`src/rtl/bcd_to_ex3.sv`:
```
// rtl/bcd_to_ex3.sv - registered BCD to Excess-3 converter with valid qualifier and error detection
module bcd_to_ex3 #(
    parameter int PIPE_STAGES = 1
) (
    input  logic clk,
    input  logic rst,
    input  logic in_valid,
    input  logic A,
    input  logic B,
    input  logic C,
    input  logic D,
    input  logic err_clr,
    output logic W,
    output logic X,
    output logic Y,
    output logic Z,
    output logic out_valid,
    output logic err,
    output logic err_sticky
);

    generate
        if (PIPE_STAGES < 1 || PIPE_STAGES > 4) begin : g_bad_pipe_stages
            $error("bcd_to_ex3: PIPE_STAGES must be in 1..4");
        end
    endgenerate

    logic [3:0] digit;
    logic       legal;
    logic       s0_valid;
    logic [3:0] s0_code;
    logic       s0_err;

    logic       vld_q  [PIPE_STAGES];
    logic [3:0] code_q [PIPE_STAGES];
    logic       err_q  [PIPE_STAGES];

    assign digit = {A, B, C, D};
    assign legal = (digit <= 4'd9);

    // Convert the incoming digit; bubbles and illegal codes carry an all-zero code word
    always_comb begin
        s0_valid = in_valid;
        s0_code  = 4'd0;
        s0_err   = 1'b0;
        if (in_valid) begin
            if (legal) begin
                s0_code = digit + 4'd3;
            end else begin
                s0_err = 1'b1;
            end
        end
    end

    // Pipeline shift register; reset flushes every stage so in-flight digits are dropped
    always_ff @(posedge clk) begin
        if (rst) begin
            for (int i = 0; i < PIPE_STAGES; i++) begin
                vld_q[i]  <= 1'b0;
                code_q[i] <= 4'd0;
                err_q[i]  <= 1'b0;
            end
        end else begin
            vld_q[0]  <= s0_valid;
            code_q[0] <= s0_code;
            err_q[0]  <= s0_err;
            for (int i = 1; i < PIPE_STAGES; i++) begin
                vld_q[i]  <= vld_q[i-1];
                code_q[i] <= code_q[i-1];
                err_q[i]  <= err_q[i-1];
            end
        end
    end

    assign {W, X, Y, Z} = code_q[PIPE_STAGES-1];
    assign out_valid    = vld_q[PIPE_STAGES-1];
    assign err          = err_q[PIPE_STAGES-1];

    // Sticky error flag: a new error result wins over a simultaneous clear
    always_ff @(posedge clk) begin
        if (rst) begin
            err_sticky <= 1'b0;
        end else begin
            err_sticky <= (err_clr ? 1'b0 : err_sticky) | (out_valid & err);
        end
    end

endmodule

```
`config.mk`:
```
export PLATFORM = sky130hd
export DESIGN_NAME = bcd_to_ex3
export DESIGN_NICKNAME = d
export VERILOG_FILES = /design/src/rtl/bcd_to_ex3.sv
export SDC_FILE = /design/constraint.sdc
export NUM_CORES = 1
export LEC_CHECK = 0
export CAP_MARGIN = 40
export CORE_AREA = 2 2 39 41
export CTS_CLUSTER_SIZE = 20
export DETAILED_ROUTE_END_ITERATION = 7
export DIE_AREA = 0 0 41 43
export PLACE_DENSITY = 0.6
export SLEW_MARGIN = 15
export SYNTH_ARGS = -nofsm -noshare
export SYNTH_HDL_FRONTEND = slang
export SYNTH_SLANG_ARGS = --single-unit
```
`constraint.sdc`:
```
create_clock -name clk -period 2.7 [get_ports clk]
set_clock_uncertainty 0.1 [all_clocks]
set_input_delay 0.54 -clock clk [delete_from_list [all_inputs] [get_ports clk]]
set_output_delay 0.54 -clock clk [all_outputs]
set_load 0.02 [all_outputs]
```
==> run metrics, run 1 <==
run status=completed; post-synthesis sequential area ratio=47.46%; die area=~0.0018 mm²; drt pass-1 iters=3; max_slew headroom=between 80 and 90%; mux share of post-synthesis cell area=0%; cells on worst reg2reg path=2; die width=around 40 µm; final hold slack=around 350 ps; crit path capture type=primary output; post-synthesis xor/xnor area fraction=under 10%; largest net degree at the start of global routing=6; TritonCTS buffer count=3; switch share=approximately 22%; first-pass GRT wire length=696 µm; Peak VDD IR=between 0.1 and 0.15 mV; largest family of logic cells by synthesized area=compound AO/OA/AOI/OAI gates; Final #Nets=55; CTS clk-pin slew, worst paths=~50 ps; gr usage total=roughly 6.3%; Vias per Instance=around 4; Int Pwr=around 190 µW; critical path's largest stage delay=600 ps; Clock power frac=between 30% and 40%; Yosys reg bits=7; Multi-input gate area=143.9 µm²; RSZ-0062 raised after global routing=false; cell family with the largest share of critical-path delay=buffers and inverters; vias in the first global route=slightly above 200; top-level I/O count=15; Worst setup SP type=register; CTS tree=built; final RePlAce weighted congestion=roughly 0.73; site row count=14; Crit Path Max Fanout=2; part of the cycle the worst path needs=66.75%; Distinct cells, synth=14; post-cts sizing count=0; port buffer count=14; Synth Area in Compound Gates=around a fifth; CTS max path bufs=2; Hold Buf Count CTS=0; Synth Area in Adders=under 10%; Fin. Hold Viols=0; layout cell share with drive strength beyond 1=around 14%; Filler cells=~160; leakage power=approximately 0.19 nW; Critical Path RT=2060 ps; Hold Crit Class=reg2reg; CP Buf/Inv Count=1; Final min period=1802 ps; Syn Std Cell Area=around 300 µm²; critical path depth in cells=1; worst slew pin tran=about 210 ps; Slew Limit Fails=0; critical-path cell list=clkdlybuf4s50_1; DRC violations left=0; slowest stage cell, crit path=clkdlybuf4s50_1; total congestion overflow=0; PD cells=495.8 mW/mm²; later-pin clock latency in the skew report=240 ps; DP Wirelength=between 400 and 500 µm; Fmax=554.8 MHz; core box area=around 0.0014 mm²; critical path class=reg2out; H-tree depth=1; ANT nets after route=0; initial detailed-routing violation count=3; Ys Warns=0; final WL=about 500 µm; register area=between 100 and 150 µm²; wire per inst=just over 8 µm; Layout area overhead=63.14%; root buffer cell=clkbuf_4; final setup fails=0; Avg Cell Area, Syn=11.36 µm²; initial cell density of the core=about a fifth; die height=about 43 µm; cell depth of the worst hold path=2; Mapped Nets=36; Psw=slightly above 50 µW; # clock sinks=7; Mapped Cells=26; post-synthesis simple-gate area fraction=approximately 16%; number of max-cap violations=0; total power draw=~240 µW; initial antenna violation count=0; Logic pwr share=approximately 17%; Antenna Cells=0; vias after detailed routing=~240; Worst Path Arrival=around 1200 ps; sequential power share=45.5%; Setup TNS=0 ps; Post-CTS Setup Inserts=0
-- cell families after synthesis --
| family | Yosys count |
|---|---|
| fa+ha+maj | 2 |
| compound gates | 6 |
| simple gates | 7 |
| xor+xnor | 1 |
| flops | 7 |
| buf+inv | 3 |
-- layout make-up --
cell class                      instances  share of cell area, %
Tap cell                               16                  4.156
Inverter                                3                  2.338
Sequential cell                         7                  29.09
Timing Repair Buffer                   14                  29.09
Multi-Input combinational cell         16                  29.87
Clock buffer                            4                  5.455
-- state kept, by name, summed over array words and instances (netlist names) --
name        flops
err_sticky      1
err_q           1
vld_q           1
code_q          4
-- worst register-to-register path, cell delays in order, from the launching register on --
cell and delay (ps):
dfxtp_1 320, nand2b_1 60, a21oi_1 120
-- routing by layer --
layer / routed length (µm) / share of wire, % / GRT usage [%] / vias up
li1: - / - / - / 126
met5: 0 / 0 / 0 / -
met4: 0 / 0 / 8.000 / 0
met1: 223 / 45 / 6.472 / 101
met3: 43 / 8.7 / 1.571 / 0
met2: 226 / 46 / 8.750 / 11
-- cell usage in the layout, fill, tap and decap left out, types with 2 or more instances in the layout --
cell type        netlist  layout
inv_1                  3       3
dfxtp_1                7       7
clkdlybuf4s50_1        0      14
a211oi_1               3       3
nand2b_1               2       2
clkbuf_4               0       3
ha_1                   2       2
-- cells in the mapped netlist --
cell,instances,area share [%]
nand2_1,1,1.3
nand3b_1,1,2.5
nand2b_4,1,4.7
nor2_1,1,1.3
nand2b_1,2,4.2
o21bai_4,1,6.4
a21oi_1,1,1.7
o32ai_2,1,5.5
nor2b_1,1,2.1
inv_1,3,3.8
a211oi_1,3,7.6
dfxtp_1,7,47
xor2_1,1,3.0
ha_1,2,8.5
-- power by group through the flow --
| stage | logic (mW) | registers, mW | clock network, mW |
|---|---|---|---|
| after floorplan | 0.0142 | 0.116 | 0 |
| after global placement | 0.0412 | 0.111 | 0 |
| after detailed placement | 0.0414 | 0.111 | 0 |
| after CTS | 0.0419 | 0.109 | 0.0937 |
| after global routing | 0.0443 | 0.109 | 0.101 |
| final | 0.0411 | 0.109 | 0.0890 |
-- path summary, 6_finish.rpt --
path / slack [ps] / to / from
setup / recovery: 900 / out_valid / vld_q[0]
hold / removal: 350 / err_sticky / err_q[0]
setup reg to reg: 2040 / err_sticky / err_sticky
hold reg to reg: 350 / err_sticky / err_q[0]
-- metrics by stage --
step           util [%]  std cells  cell area, µm²  setup slack (ps)
2_1_floorplan         -         26           295.3              1365
5_1_grt           34.81         60           481.7             843.6
3_3_place_gp      32.91         56           455.4             778.3
3_5_place_dp      32.91         56           455.4             754.0
4_1_cts           34.81         60           481.7             881.0
6_report          34.81         60           481.7             897.7
No activity file was read; power rests on OpenSTA's default activity.
==> inputs of run 2 (changes only) <==
--- a/config.mk
+++ b/config.mk
@@ -10,7 +10,7 @@
 export CTS_CLUSTER_SIZE = 20
 export DETAILED_ROUTE_END_ITERATION = 7
 export DIE_AREA = 0 0 41 43
-export PLACE_DENSITY = 0.6
+export PLACE_DENSITY = 0.61
 export SLEW_MARGIN = 15
 export SYNTH_ARGS = -nofsm -noshare
 export SYNTH_HDL_FRONTEND = slang
==> constraint.sdc (replaced) <==
create_clock -name clk -period 1.6 [get_ports clk]
set_clock_uncertainty 0.1 [all_clocks]
set_input_delay 0.32 -clock clk [delete_from_list [all_inputs] [get_ports clk]]
set_output_delay 0.32 -clock clk [all_outputs]
set_load 0.02 [all_outputs]
==> run metrics, run 2 (synthesis gave the netlist of run 1 again) <==
CP Buf/Inv Count=1 (unchanged); Crit Path Max Fanout=1 (was 2); Antenna Cells=0 (unchanged); R2R Setup Slk=920 ps (was 2040 ps); crit path capture type=primary output (unchanged); DR WL met3=68 µm (was 43 µm); later-pin clock latency in the skew report=240 ps (about the same); M1 WL=244 µm (was 223 µm); first-pass GRT wire length=779 µm (was 696 µm); Critical Path RT=1180 ps (was 2060 ps); leakage power=0.2537 nW (was 0.1911 nW); Fin. Hold Viols=0 (unchanged); highest routed layer=met3 (unchanged); initial cell density of the core=21.34% (unchanged); slowest stage cell, crit path=clkdlybuf4s50_1 (unchanged); largest net degree at the start of global routing=6 (unchanged); H-tree depth=1 (unchanged); register area=140.1 µm² (unchanged); Hold Buf Count CTS=0 (unchanged); max_slew headroom=84.96% (was 85.98%); Multi-input gate area=143.9 µm² (unchanged); DP Wirelength=434 µm (was 416.6 µm); Final #Nets=57 (was 55); root buffer cell=clkbuf_4 (unchanged); die height=43 µm (unchanged); Reg with most FFs=code_q (unchanged); port buffer count=14 (unchanged); CTS tree=built (unchanged); Inst Count DP=58 (was 56); Slew Limit Fails=0 (unchanged); critical path class=reg2out (unchanged); commonest non-fill, non-tap cell in the layout=clkdlybuf4s50_1 (unchanged); layout cell share with drive strength beyond 1=17.39% (was 13.64%); wire per inst=8.790 µm (was 8.233 µm); worst slew pin tran=225.3 ps (was 209.7 ps); cell family with the largest share of critical-path delay=buffers and inverters (unchanged); Worst Path Arrival=1130 ps (was 1160 ps); gr usage total=7.021% (was 6.338%); PD cells=809.5 mW/mm² (was 495.8 mW/mm²); RSZ-0062 raised after global routing=false (unchanged); CTS max path bufs=2 (unchanged); core box area=0.001384 mm² (unchanged); Filler cells=156 (unchanged); vias in the first global route=202 (was 206); number of max-cap violations=0 (unchanged); CTS clk-pin slew, worst paths=50 ps (about the same); most frequent cells in the layout=clkdlybuf4s50_1 (10), dfxtp_1 (7) (was clkdlybuf4s50_1 (14), dfxtp_1 (7), inv_1 (3), a211oi_1 (3), clkbuf_4 (3)); initial detailed-routing violation count=2 (was 3); top-level I/O count=15 (unchanged); Post-Layout Cell Count=62 (was 60); final hold slack=355.7 ps (was 350.8 ps); met2 routed WL=232 µm (was 226 µm); run status=completed (unchanged); Setup TNS=0 ps (unchanged); Final min period=~1600 ps; Hold Crit Class=reg2reg (unchanged); Peak VDD IR=0.1973 mV (was 0.1469 mV); Layout area overhead=70.34% (was 63.14%); critical-path cell list=clkdlybuf4s50_1 (unchanged); DRC violations left=0 (unchanged); final RePlAce weighted congestion=0.6872 (was 0.7331); initial antenna violation count=0 (unchanged); drt pass-1 iters=3 (unchanged); die area=0.001763 mm² (unchanged); ANT nets after route=0 (unchanged); critical path's largest stage delay=590 ps (was 600 ps); final setup fails=0 (unchanged); Vias per Instance=3.871 (was 3.967); Worst setup SP type=register (unchanged); final WL=545 µm (was 494 µm); max reg flops=4 (unchanged); Final Core Density=36.35% (was 34.81%); die width=41 µm (unchanged); site row count=14 (unchanged); Fmax=644.6 MHz; # clock sinks=7 (unchanged); part of the cycle the worst path needs=between 90 and 100%; total power draw=407.2 µW (was 238.8 µW); total congestion overflow=0 (unchanged); vias after detailed routing=240 (was 238); TritonCTS buffer count=3 (unchanged)
-- run 2: cell count changes in the layout (fill, tap and decap cells not counted) --
cell / previous run / this run
buf_4: 0 / 2
clkdlybuf4s50_1: 14 / 10
dlymetal6s2s_1: 0 / 3
dlygate4sd2_1: 0 / 1
-- run 2: power breakdown --
part	switching [mW]	internal [mW]	leakage [nW]	total, mW
logic	0.0312	0.0416	0.181	0.0728
clock network	0.0565	0.0946	0.0150	0.151
registers	0.00183	0.181	0.0572	0.183
total	0.0895	0.318	0.254	0.407
-- run 2: metrics by stage --
stage,worst slack [ps],cell area (µm²)
global placement,-65.92,470.5
detailed placement,-60.54,470.5
global route,2.483,503.0
finish,48.57,503.0
floorplan,484.8,295.3
CTS,2.581,495.5
-- run 2: what timing repair did --
action,4_1_cts,5_1_grt
resized for setup,1,3
endpoints found under the setup margin,1,3
buffers inserted,0,0
-- run 2: worst paths after layout --
kind / end / depth (start not counted) / startpoint
max: X / 1 / code_q[0][2]
min: err_sticky / 2 / err_q[0]
max reg2reg: err_sticky / 2 / err_sticky
min reg2reg: err_sticky / 2 / err_q[0]
-- run 2: layout make-up --
class | count | area share (%)
clock buffer | 4 | 5.224
multi-input combinational | 16 | 28.61
inverter | 3 | 2.239
sequential | 7 | 27.86
timing repair buffer | 16 | 32.09
tap | 16 | 3.980
-- run 2: layer usage --
layer / GRT usage, % / vias up
li1: - / 128
met1: 8.654 / 99
met2: 8.750 / 13
met3: 1.571 / 0
met4: 8.000 / 0
met5: 0 / -
